File: src/rtl/router_psum_accum.sv
// router_psum_accum
// Captures the PE cluster column psums in one cycle, then drains them to the
// psum GLB bank. There are two drain modes:
//   direct     : one write per column at an iteration-indexed address
//   accumulate : a read-modify-write per column; the GLB value is added to the psum
// Every GLB strobe, address and direct-mode data word is registered. In
// accumulate mode the write data is the sum of the GLB read data, which arrives
// in the write-back cycle itself, and the frozen hold register. That sum is
// therefore combinational from registered state and the GLB read port.
module router_psum_accum #(
  parameter int DATA_BITWIDTH     = 16,
  parameter int ADDR_BITWIDTH_GLB = 10,
  parameter int NUM_COLS          = 3,
  parameter int NUM_ITER          = 3,
  parameter int PSUM_BASE_ADDR    = 0
) (
  input  logic                         clk,
  input  logic                         reset,
  input  logic [DATA_BITWIDTH-1:0]     r_data_spad_psum [NUM_COLS-1:0],
  input  logic                         write_psum_ctrl,
  input  logic                         accum_en,
  input  logic                         iter_clr,
  output logic                         read_req_glb_psum,
  output logic [ADDR_BITWIDTH_GLB-1:0] r_addr_glb_psum,
  input  logic [DATA_BITWIDTH-1:0]     r_data_glb_psum,
  output logic                         write_en_glb_psum,
  output logic [ADDR_BITWIDTH_GLB-1:0] w_addr_glb_psum,
  output logic [DATA_BITWIDTH-1:0]     w_data_glb_psum,
  output logic                         busy,
  output logic                         done,
  output logic                         req_dropped
);

  localparam int COL_W  = (NUM_COLS > 1) ? $clog2(NUM_COLS) : 1;
  localparam int ITER_W = (NUM_ITER > 1) ? $clog2(NUM_ITER) : 1;
  localparam logic [COL_W-1:0]  LAST_COL  = COL_W'(NUM_COLS - 1);
  localparam logic [ITER_W-1:0] LAST_ITER = ITER_W'(NUM_ITER - 1);

  typedef enum logic [1:0] {
    IDLE = 2'd0,
    WR   = 2'd1,
    RD   = 2'd2,
    WB   = 2'd3
  } state_t;

  state_t                   state;
  logic [COL_W-1:0]         col;
  logic [COL_W-1:0]         col_inc;
  logic [ITER_W-1:0]        iter;
  logic [ITER_W-1:0]        iter_nxt;
  logic [DATA_BITWIDTH-1:0] hold [NUM_COLS-1:0];
  logic [DATA_BITWIDTH-1:0] w_data_q;

  // GLB address = base + offset, truncated to the GLB address width
  function automatic logic [ADDR_BITWIDTH_GLB-1:0] glb_addr(input logic [31:0] offset);
    logic [31:0] full;
    full = 32'(PSUM_BASE_ADDR) + offset;
    return full[ADDR_BITWIDTH_GLB-1:0];
  endfunction

  // Direct-mode offset of column c in iteration it
  function automatic logic [31:0] direct_offset(input logic [ITER_W-1:0] it,
                                                input logic [COL_W-1:0]  c);
    return (32'(it) * 32'(NUM_COLS)) + 32'(c);
  endfunction

  assign col_inc     = col + COL_W'(1);
  assign busy        = (state != IDLE);
  assign req_dropped = write_psum_ctrl & busy;

  // Next iteration index: a clear beats the end-of-direct-pass advance
  always_comb begin
    iter_nxt = iter;
    if (iter_clr) begin
      iter_nxt = {ITER_W{1'b0}};
    end else if ((state == WR) && (col == LAST_COL)) begin
      if (iter == LAST_ITER) begin
        iter_nxt = {ITER_W{1'b0}};
      end else begin
        iter_nxt = iter + ITER_W'(1);
      end
    end else begin
      iter_nxt = iter;
    end
  end

  // Iteration index register
  always_ff @(posedge clk) begin
    if (!reset) begin
      iter <= {ITER_W{1'b0}};
    end else begin
      iter <= iter_nxt;
    end
  end

  // Drain FSM: the state register names the GLB access being presented this cycle
  always_ff @(posedge clk) begin
    if (!reset) begin
      state             <= IDLE;
      col               <= {COL_W{1'b0}};
      read_req_glb_psum <= 1'b0;
      r_addr_glb_psum   <= {ADDR_BITWIDTH_GLB{1'b0}};
      write_en_glb_psum <= 1'b0;
      w_addr_glb_psum   <= {ADDR_BITWIDTH_GLB{1'b0}};
      w_data_q          <= {DATA_BITWIDTH{1'b0}};
      done              <= 1'b0;
      for (int i = 0; i < NUM_COLS; i++) begin
        hold[i] <= {DATA_BITWIDTH{1'b0}};
      end
    end else begin
      read_req_glb_psum <= 1'b0;
      r_addr_glb_psum   <= {ADDR_BITWIDTH_GLB{1'b0}};
      write_en_glb_psum <= 1'b0;
      w_addr_glb_psum   <= {ADDR_BITWIDTH_GLB{1'b0}};
      w_data_q          <= {DATA_BITWIDTH{1'b0}};
      done              <= 1'b0;
      case (state)
        IDLE: begin
          if (write_psum_ctrl) begin
            hold <= r_data_spad_psum;
            col  <= {COL_W{1'b0}};
            if (accum_en) begin
              state             <= RD;
              read_req_glb_psum <= 1'b1;
              r_addr_glb_psum   <= glb_addr(32'd0);
            end else begin
              state             <= WR;
              write_en_glb_psum <= 1'b1;
              w_addr_glb_psum   <= glb_addr(direct_offset(iter_nxt, {COL_W{1'b0}}));
              w_data_q          <= r_data_spad_psum[0];
            end
          end else begin
            state <= IDLE;
          end
        end
        WR: begin
          if (col == LAST_COL) begin
            state <= IDLE;
            col   <= {COL_W{1'b0}};
            done  <= 1'b1;
          end else begin
            col               <= col_inc;
            write_en_glb_psum <= 1'b1;
            w_addr_glb_psum   <= glb_addr(direct_offset(iter_nxt, col_inc));
            w_data_q          <= hold[col_inc];
          end
        end
        RD: begin
          state             <= WB;
          write_en_glb_psum <= 1'b1;
          w_addr_glb_psum   <= glb_addr(32'(col));
        end
        WB: begin
          if (col == LAST_COL) begin
            state <= IDLE;
            col   <= {COL_W{1'b0}};
            done  <= 1'b1;
          end else begin
            state             <= RD;
            col               <= col_inc;
            read_req_glb_psum <= 1'b1;
            r_addr_glb_psum   <= glb_addr(32'(col_inc));
          end
        end
        default: begin
          state <= IDLE;
          col   <= {COL_W{1'b0}};
        end
      endcase
    end
  end

  // Write data: accumulated sum during write-back, the registered word otherwise
  always_comb begin
    if (state == WB) begin
      w_data_glb_psum = r_data_glb_psum + hold[col];
    end else begin
      w_data_glb_psum = w_data_q;
    end
  end

endmodule

File: config.mk
export PLATFORM = sky130hd
export DESIGN_NAME = router_psum_accum
export DESIGN_NICKNAME = d
export VERILOG_FILES = /design/src/rtl/router_psum_accum.sv
export SDC_FILE = /design/constraint.sdc
export NUM_CORES = 1
export LEC_CHECK = 0
export CORE_MARGIN = 2
export CORE_UTILIZATION = 40
export DETAILED_ROUTE_END_ITERATION = 8
export GPL_ROUTABILITY_DRIVEN = 0
export PLACE_DENSITY = 0.67
export SLEW_MARGIN = 20
export SYNTH_ARGS = -nofsm -noshare
export SYNTH_HDL_FRONTEND = slang
export SYNTH_SLANG_ARGS = --single-unit
export TNS_END_PERCENT = 50
File: constraint.sdc
create_clock -name clk -period 4.2 [get_ports clk]
set_input_delay 0.84 -clock clk [delete_from_list [all_inputs] [get_ports clk]]
set_output_delay 0.84 -clock clk [all_outputs]
set_load 0.01 [all_outputs]
==> qor.yml, run 1 <==
yosys.cell_types.count: 53
io-pin-count: 110
insertion_delay_ps: 340
postCtsHoldBufs: 0
die_w_um: 114.9
p_leak_nw: 2.648
drive_gt1_frac: 0.1384
nets: 829
grt_overflow_total: 0
cp_slowest_stage_delay_ps: 410
fin_crit_sh: 0.9819
setup_violations: 0
fmax_mhz: 242.5
place_hpwl_mm: 9.976
ys.flop_type: "dfxtp_1"
wirelength_mm: 13.87
detail-route-antenna-nets: 0
path_buf_inv: 3
cts_max_level: 3
path_cells: "buf_12, buf_4, mux2i_1, o21ai_0, ha_1, o21ai_0, a21oi_1, a221oi_1, o21ai_0, a221o_1, dlygate4sd2_1"
cp_top_family: "compound AO/OA/AOI/OAI gates"
yosysWarnings: 0
yosys.area.top_type: "dfxtp_1"
start_util: 0.4096
critPathLaunchType: "flip-flop"
synth_common_cells: "nand2_1, dfxtp_1, a21oi_1, nor2_1, a21boi_0"
end_kind: "output port"
hp-class: "reg -> reg"
crit_top_cell: "o21ai_0"
min_period_ps: 4124
cp_max_fo: 12
cts-root-buf: "clkbuf_16"
portBuffers: 96
avgSynthCellArea_sq_um: 7.821
synth_top_area_share: 0.3255
yosysSeqAreaShare: 0.3255
clockBufferDepth: 2
fin_skew_ps: 7.638
crit_arrival_ps: 3280
antenna_found_initial: 0
finalHoldViolCount: 0
drt_iter0_drc: 448
antenna_cells: 0
clkSinkCount: 80
via_per_inst: 5.382
grt_max_degree: 60
vias: 4758
netlist_instances: 629
row_count: 40
worstSetupPathType: "reg -> out"
syn_area_sq_um: 4920
drv_cap: 0
grt_pass1_wl_mm: 22.15
core_sq_um: 12010
async_flop_share: 0
power_density_nw_per_um2: 360.6
max_slew_margin: 0.3964
peakVddDrop_uv: 175.6
drv_slew: 0
slowest_stage: "ha_1"
grt_pass1_vias: 4456
die_area_sq_um: 13200
required_ps: 3360
outcome: "completed"
clk_pin_slew_worst_paths_ps: 60
area_growth_pct: 33.80
drcViolationCount: 0
post_drt_wl_per_cell_um: 15.68
die_h_um: 114.9
numCtsBuffers: 9
tightest_slew_ps: 905.4
grtUsageTotal: 0.2137
tritoncts: "yes"
ys_ff_latch: 80
p_total_w: 0.002374
dr.pass1.iters: 5
yosysMostFrequentCell: "nand2_1"
synth_edf_count: 0
synth_area_leaders: "dfxtp_1, nand2_1, a21boi_0"
hold_slack_ps: 479.3
## power by group
part | internal (W) | total (W) | leakage (nW) | switching (W)
clock network | 0.000477 | 0.000788 | 0.141 | 0.000311
logic | 0.000324 | 0.000716 | 1.85 | 0.000392
registers | 0.000822 | 0.000870 | 0.654 | 0.0000472
## kinds of logic after synthesis
kind of cell | Yosys count | share of synthesized area
DFF | 80 | 0.3255
other | 1 | 0.0007622
AOI/OAI and AO/OA | 170 | 0.2269
muxes | 41 | 0.08927
adders and majority gates | 28 | 0.07426
buffers and inverters | 70 | 0.06434
and+or+nand+nor | 232 | 0.2065
xor gates and xnor gates | 7 | 0.01246
## worst register-to-register path: cells and delay by family (launching register included)
kind,cells,cell delay (ps)
AO/OA/AOI/OAI,1,380
multiplexers,1,130
AND/OR/NAND/NOR,3,460
buffers and inverters,4,450
adder cells (fa/ha/maj),3,1020
flip-flops,1,340
## sequential cells by signal, summed over array words and instances, names as in the netlist
register and flops:
iter 2, read_req_glb_psum 1, state 2, write_en_glb_psum 1, w_addr_glb_psum 5, w_data_q 16
col 2, r_addr_glb_psum 2, done 1, hold 48
## per-stage QoR
step | std cells | setup TNS [ps] | utilization | setup slack, ps | instance area, sq um
6_report | 884 | 0 | 0.5480 | 76.19 | 6583
5_1_grt | 884 | -80.88 | 0.5480 | -34.07 | 6583
4_1_cts | 878 | -107.8 | 0.5411 | -107.8 | 6500
3_5_place_dp | 857 | -914.6 | 0.5079 | -281.8 | 6101
3_3_place_gp | 857 | -376.4 | 0.5079 | -166.9 | 6101
2_1_floorplan | 641 | 0 | - | 494.3 | 4965
## cell usage in the layout, fill, tap and decap left out, types with 4 or more instances in the layout
cell type and count:
nor3b_1 18, xor2_1 4, inv_1 13, conb_1 13, a21oi_1 50, nor2_1 48, a21o_1 6, buf_4 36
dlygate4sd2_1 5, mux2i_1 18, nor2b_1 4, clkdlybuf4s50_1 87, nor3_1 6, dlymetal6s2s_1 4, mux2_2 23, nand4_1 5
nand2_1 134, a21boi_0 48, ha_1 24, and2_1 4, o21ai_0 20, o21a_1 7, dfxtp_1 79, clkbuf_16 9
## what timing repair did
item,4_1_cts,5_1_grt
gates resized for setup,20,12
pin swaps,2,3
setup endpoints to repair,9,10
buffers inserted,5,6
endpoints found under the hold margin,0,0
## worst paths after layout
kind / cells past startpoint / from / end / slack, ps
hold / removal: 2 / hold[12] / hold[12] / 480
setup reg to reg: 12 / col[0] / w_addr_glb_psum[1] / 1290
hold reg to reg: 2 / hold[12] / hold[12] / 480
setup / recovery: 11 / col[1] / w_data_glb_psum[15] / 80
## per-layer routing
metal	wire, um	share of wire	vias to the layer above	track usage
met3	799	0.058	14	0.03532
met1	6688	0.48	2229	0.3071
met2	6171	0.45	160	0.3216
li1	-	-	2355	-
met4	206	0.015	0	0.08032
met5	0	0	-	0
## area by class of cell
type | instances | area (sq um)
fill | 1139 | 5429
multi-input combinational | 491 | 3128
sequential | 80 | 1603
timing repair buffer | 136 | 1310
clock buffer | 10 | 239.0
tap | 147 | 183.9
clock inverter | 6 | 66.31
inverter | 14 | 52.55
No activity file was read; power rests on OpenSTA's default activity.
==> run 2, diff against run 1 <==
--- a/config.mk
+++ b/config.mk
@@ -5,6 +5,8 @@
 export SDC_FILE = /design/constraint.sdc
 export NUM_CORES = 1
 export LEC_CHECK = 0
+export ABC_AREA = 1
+export ABC_CLOCK_PERIOD_IN_PS = 4200
 export CORE_MARGIN = 2
 export CORE_UTILIZATION = 40
 export DETAILED_ROUTE_END_ITERATION = 8
@@ -14,4 +16,4 @@
 export SYNTH_ARGS = -nofsm -noshare
 export SYNTH_HDL_FRONTEND = slang
 export SYNTH_SLANG_ARGS = --single-unit
-export TNS_END_PERCENT = 50
+export TNS_END_PERCENT = 5
==> qor.yml, run 2 <==
wirelength_mm: 14.30  # +3.2%
dr.pass1.iters: 6  # +1
synth_common_cells: "nand2_1, a21oi_1, inv_1, dfxtp_1, o21ai_0"
p_sw_w: 0.001020  # +36%
async_flop_share: 0  # unchanged
slowest_stage: "clkdlybuf4s50_1"
final_cells: 1002  # +13%
clkPwrFrac: 0.273  # -0.059
r2r_end: "w_addr_glb_psum[1]"
drcViolationCount: 0  # unchanged
worstSetupPathType: "reg -> out"
synthMuxAreaShare: 0  # -0.08927
cp_top_family: "buffers and inverters"
row_count: 40  # unchanged
combPwrFrac: 0.398  # +0.096
fin_area_sq_um: 6223  # -5.5%
synth_edf_count: 0  # unchanged
min_period_ps: 4043  # -80.56 ps
startpoint: "col[1]"
tightest_slew_ps: 867.8  # -37.58 ps
dpl_cell_area_sq_um: 5931  # -2.8%
tritoncts: "yes"
yosys.cell_types.count: 38  # -28%
top_regs: "hold x48, w_data_q x16, w_addr_glb_psum x5"
drive_gt1_frac: 0.04197  # -0.09643
ys_ff_latch: 80  # unchanged
reg2reg_from: "col[0]"
max_slew_margin: 0.4206  # +0.02421
place_hpwl_mm: 10.33  # +3.5%
sw_frac_of_total: 0.3789  # +0.06291
drt_iter0_drc: 399  # -11%
grt_overflow_total: 0  # unchanged
die_h_um: 115.6  # +0.65%
nets: 927  # +12%
final_common_cell: "nand2_1"
grtUsageTotal: 0.2150  # +0.001379
setup_violations: 0  # unchanged
grt_pass1_vias: 4743  # +6.4%
drv_slew: 0  # unchanged
critPathLaunchType: "flip-flop"
avgSynthCellArea_sq_um: 6.595  # -16%
portBuffers: 96  # unchanged
yosys.area.top_type: "dfxtp_1"
reg2regPathDepth: 13  # +1
io-pin-count: 110  # unchanged
fin_crit_sh: 0.9627  # -0.01918
p_leak_nw: 2.670  # +0.82%
yosysMostFrequentCell: "nand2_1"
power_density_nw_per_um2: 432.6  # +20%
hp-class: "reg -> reg"
drv_cap: 0  # unchanged
fmax_mhz: 247.3  # +2.0%
die_w_um: 115.6  # +0.65%
antenna_found_initial: 0  # unchanged
r2r_slack_ps: 1330  # +40 ps
detail-route-antenna-nets: 0  # unchanged
netlist_instances: 756  # +20%
post_drt_wl_per_cell_um: 14.27  # -9.0%
postCtsSetupRepairBufs: 0  # -5
seq_power_share: 0.329  # -0.037
clockBufferDepth: 2  # unchanged
postCtsHoldBufs: 0  # unchanged
area_growth_pct: 24.82
synthAdderAreaFrac: 0.07327  # -0.0009877
cts_max_level: 3  # unchanged
cts_resized: 0  # -100%
numCtsBuffers: 9  # unchanged
required_ps: 3360  # about the same
start_util: 0.4117  # +0.002090
clk_pin_slew_worst_paths_ps: 60  # about the same
n_fill_cell: 1218  # +6.9%
cts-root-buf: "clkbuf_16"
cp_max_fo: 14  # +2
die_area_sq_um: 13370  # +1.3%
largest_reg_flops: 48  # unchanged
yosysWarnings: 0  # unchanged
synth_top_family_by_area: "simple AND/OR/NAND/NOR gates"
min_to: "hold[8]"
crit_top_cell: "nand2_1"
synth_simple_gate_area_share: 0.2371  # +0.03063
cp_slowest_stage_delay_ps: 540  # +130 ps
synth_compound_area_frac: 0.2211  # -0.005778
internal_power_w: 0.001672  # +3.0%
dp_cells: 987  # +15%
clkSinkCount: 80  # unchanged
rsz0062_at_grt: "no"
synth_area_leaders: "dfxtp_1, nand2_1, a21oi_1"
final_cell_mix: "nand2_1, clkdlybuf4s50_1, a21oi_1"
end_kind: "output port"
via_per_inst: 5.119  # -4.9%
finalHoldViolCount: 0  # unchanged
crit_arrival_ps: 3200  # -80 ps
top_register: "hold"
synth_top_area_share: 0.3212  # -0.004330
ys.flop_type: "dfxtp_1"
path_buf_inv: 5  # +2
peakVddDrop_uv: 253.5  # +44%
setup_tns_ps: 0  # unchanged
grt_pass1_wl_mm: 22.89  # +3.3%
core_sq_um: 12110  # +0.83%
grt_max_degree: 67  # +12%
hold_start: "hold[8]"
whs_path_depth: 2  # unchanged
vias: 5129  # +7.8%
antenna_cells: 0  # unchanged
yosysSeqAreaShare: 0.3212  # -0.004330
outcome: "completed"
insertion_delay_ps: 330  # about the same
synth-xor-area-share: 0.005270  # -0.007192
syn_area_sq_um: 4986  # +1.3%
fin_skew_ps: 9.495  # +1.857 ps
path_cells: "inv_2, nor2_1, inv_1, buf_4, o21ai_0, ha_1, nand2_1, inv_1, nand2_1, nand2_1, a21oi_1, nand2_1, nand2_1, nand3_1, nand2_1, clkdlybuf4s50_1"
run 2: worst register-to-register path, delay by kind of cell (launching register included):
family | cells | cell delay (ps)
AOI/OAI and AO/OA | 1 | 270
DFF | 1 | 380
and+or+nand+nor | 4 | 490
adders and majority gates | 3 | 940
buffers and inverters | 5 | 680
run 2: layout make-up:
class                      instances  area (sq um)  share of cell area
clock inverter                     4         30.03            0.004825
inverter                          96         365.4             0.05871
sequential                        80          1605              0.2579
tap                              168         210.2             0.03378
multi-input combinational        538          2728              0.4383
timing repair buffer             105          1032              0.1659
clock buffer                      11         252.7             0.04061
run 2: worst max path at each step:
stage	to	slack (ps)	cells after the start
2_1_floorplan	w_data_glb_psum[8]	1110	16
3_3_place_gp	w_data_glb_psum[8]	290	12
3_5_place_dp	w_data_glb_psum[8]	250	12
4_1_cts	w_data_glb_psum[8]	10	15
5_1_grt	w_data_glb_psum[13]	2	16
6_report	w_data_glb_psum[15]	160	16
run 2: cell families after synthesis:
family	count (synthesis)
AND/OR/NAND/NOR	289
buffers and inverters	150
AO/OA/AOI/OAI	205
adder cells (fa/ha/maj)	28
flip-flops	80
XOR/XNOR	3
other	1
run 2: power groups by stage:
stage	registers (W)	logic, W	clock network [W]
2_1_floorplan	0.000886	0.000781	0
3_3_place_gp	0.000897	0.00103	0
3_5_place_dp	0.000899	0.00105	0
4_1_cts	0.000882	0.00106	0.000748
5_1_grt	0.000894	0.00121	0.000779
6_report	0.000885	0.00107	0.000735
run 2: metal layers:
layer  track usage  up-vias  routed length (um)  share of wire
met1        0.3046     2332                6665           0.47
met5             0        -                   0              0
met3       0.02406       14                1027          0.072
met2        0.3442      197                6432           0.45
met4       0.06825        0                 177          0.012
li1              -     2586                   -              -
run 2: metrics by stage:
step	hold slack (ps)	util	power (W)	worst slack (ps)
after detailed placement	455.8	0.4897	0.001952	245.5
after global placement	452.3	0.4897	0.001922	293.5
final	464.8	0.5138	0.002692	156.8
after global routing	488.9	0.5138	0.002880	2.497
after CTS	466.4	0.5130	0.002690	12.39
after floorplan	440.1	-	0.001667	1107
==> run 3, diff against run 2 <==
--- a/config.mk
+++ b/config.mk
@@ -11,6 +11,7 @@
 export CORE_UTILIZATION = 40
 export DETAILED_ROUTE_END_ITERATION = 8
 export GPL_ROUTABILITY_DRIVEN = 0
+export GPL_TIMING_DRIVEN = 0
 export PLACE_DENSITY = 0.67
 export SLEW_MARGIN = 20
 export SYNTH_ARGS = -nofsm -noshare
==> qor.yml, run 3 (synthesized netlist as in run 2, its figures left out) <==
outcome: "completed"
top_regs: "hold x48, w_data_q x16, w_addr_glb_psum x5"
dp_cells: 1032  # +4.6%
top_usage_layer: "met2"
portBuffers: 96  # unchanged
peakVddDrop_uv: 247.4  # -2.4%
p_total_w: 0.002970  # +10%
top_register: "hold"
die_area_sq_um: 13370  # unchanged
grtUsageTotal: 0.2281  # +0.01309
fmax_mhz: 242.1  # -2.1%
clk_pin_slew_worst_paths_ps: 60  # about the same
insertion_delay_ps: 340  # about the same
grt_pass1_vias: 4800  # +1.2%
clkPwrFrac: 0.307  # +0.034
fin_crit_sh: 0.9833  # +0.02058
required_ps: 3360  # about the same
sw_frac_of_total: 0.3595  # -0.01940
hp-class: "reg -> reg"
met1_usage: 0.3172  # +0.01254
row_count: 40  # unchanged
wirelength_mm: 14.98  # +4.7%
drcViolationCount: 0  # unchanged
p_sw_w: 0.001068  # +4.7%
numCtsBuffers: 9  # unchanged
fin_skew_ps: 8.154  # -1.342 ps
finalHoldViolCount: 0  # unchanged
drive_gt1_frac: 0.08957  # +0.04760
p_leak_nw: 2.981  # +12%
grt_max_degree: 14  # -79%
dr.pass1.iters: 5  # -1
post_drt_wl_per_cell_um: 14.26  # about the same
use_met3: 0.04498  # +0.02092
end_kind: "output port"
combPwrFrac: 0.396  # -0.002
use_met2: 0.3626  # +0.01832
final_cells: 1050  # +4.8%
drt_iter0_drc: 495  # +24%
drv_cap: 0  # unchanged
detail-route-antenna-nets: 0  # unchanged
internal_power_w: 0.001902  # +14%
drv_slew: 0  # unchanged
core_sq_um: 12110  # unchanged
nets: 974  # +5.1%
min_period_ps: 4130  # +86.44 ps
via_per_inst: 4.971  # -2.9%
setup_violations: 0  # unchanged
io-pin-count: 110  # unchanged
die_h_um: 115.6  # unchanged
crit_arrival_ps: 3290  # +90 ps
critPathLaunchType: "flip-flop"
start_util: 0.4117  # unchanged
setup_ws_ps: 70.32  # -86.44 ps
power_density_nw_per_um2: 448.8  # +3.7%
seq_power_share: 0.297  # -0.032
setup_tns_ps: 0  # unchanged
largest_reg_flops: 48  # unchanged
cts_max_level: 3  # unchanged
area_growth_pct: 32.72
clockBufferDepth: 2  # unchanged
place_ws_ps: 72.37  # -173.2 ps
vias: 5220  # +1.8%
tritoncts: "yes"
tightest_slew_ps: 580.7  # -287.1 ps
cp_max_fo: 12  # -2
rsz0062_at_grt: "yes"
grt_overflow_total: 0  # unchanged
antenna_found_initial: 0  # unchanged
final_cell_mix: "nand2_1, a21oi_1, clkdlybuf4s50_1"
clkSinkCount: 80  # unchanged
grt_pass1_wl_mm: 23.83  # +4.1%
antenna_cells: 0  # unchanged
die_w_um: 115.6  # unchanged
worstSetupPathType: "reg -> out"
place_hpwl_mm: 11.50  # +11%
cts-root-buf: "clkbuf_16"
final_common_cell: "nand2_1"
max_slew_margin: 0.6128  # +0.1923
[run 3: cell count changes in the layout (fill, tap and decap cells not counted), sizes merged]
cell	change
buf	+31
clkbuf	+16
clkdlybuf4s50	-5
clkinvlp	-4
dlymetal6s2s	+4
bufinv	+3
clkinv	+2
dlygate4sd2	+1
[run 3: path summary, 6_finish.rpt]
kind            from             endpoint  slack, ps  cells past startpoint
min reg2reg  hold[8]              hold[8]        460                      2
max           col[0]  w_data_glb_psum[13]         70                     15
max reg2reg   col[0]   w_addr_glb_psum[1]       1150                     15
min          hold[8]              hold[8]        460                      2
[run 3: repair_timing]
action / CTS / global route
setup buffers: 0 / 2
resized for setup: 4 / 39
setup endpoints to repair: 9 / 13
hold buffers: 0 / 0
pin swaps: 0 / 5
[run 3: cell type report]
| class | instances | area, sq um |
|---|---|---|
| fill | 1222 | 5494 |
| multi-input combinational | 538 | 2761 |
| inverter | 96 | 362.8 |
| sequential | 80 | 1602 |
| clock buffer | 11 | 242.7 |
| buffer | 54 | 350.3 |
| tap | 168 | 210.2 |
| timing repair buffer | 98 | 984.7 |
| clock inverter | 5 | 103.9 |
[run 3: power groups by stage]
| stage | Sequential, W | Combinational [W] | Clock (W) |
|---|---|---|---|
| 2_1_floorplan | 0.000886 | 0.000781 | 0 |
| 3_3_place_gp | 0.000893 | 0.00112 | 0 |
| 3_5_place_dp | 0.000895 | 0.00112 | 0 |
| 4_1_cts | 0.000879 | 0.00113 | 0.000916 |
| 5_1_grt | 0.000888 | 0.00132 | 0.000947 |
| 6_report | 0.000881 | 0.00118 | 0.000911 |
[run 3: stage by stage]
| step | hold slack [ps] | utilization | instance area, sq um |
|---|---|---|---|
| 3_3_place_gp | 453.7 | 0.5121 | 6202 |
| 6_report | 463.7 | 0.5464 | 6618 |
| 4_1_cts | 467.0 | 0.5408 | 6550 |
| 2_1_floorplan | 440.1 | - | 5031 |
| 5_1_grt | 478.9 | 0.5464 | 6618 |
| 3_5_place_dp | 457.3 | 0.5121 | 6202 |
[run 3: critical path: stages (launching register included)]
cell and delay (ps):
dfxtp_1 340, buf_6 160, inv_4 50, buf_6 130
buf_2 210, o21ai_0 250, o21ai_1 140, ha_1 380
nand2_1 130, nor2_1 160, and2_1 140, nand2_1 70
nand3_1 90, nand3_1 80, nand2_1 90, clkdlybuf4s50_1 530
[run 3: metal layers]
layer / vias to the layer above / share of wire
li1: 2685 / -
met1: 2310 / 0.48
met2: 203 / 0.43
met3: 22 / 0.073
met4: 0 / 0.015
met5: - / 0
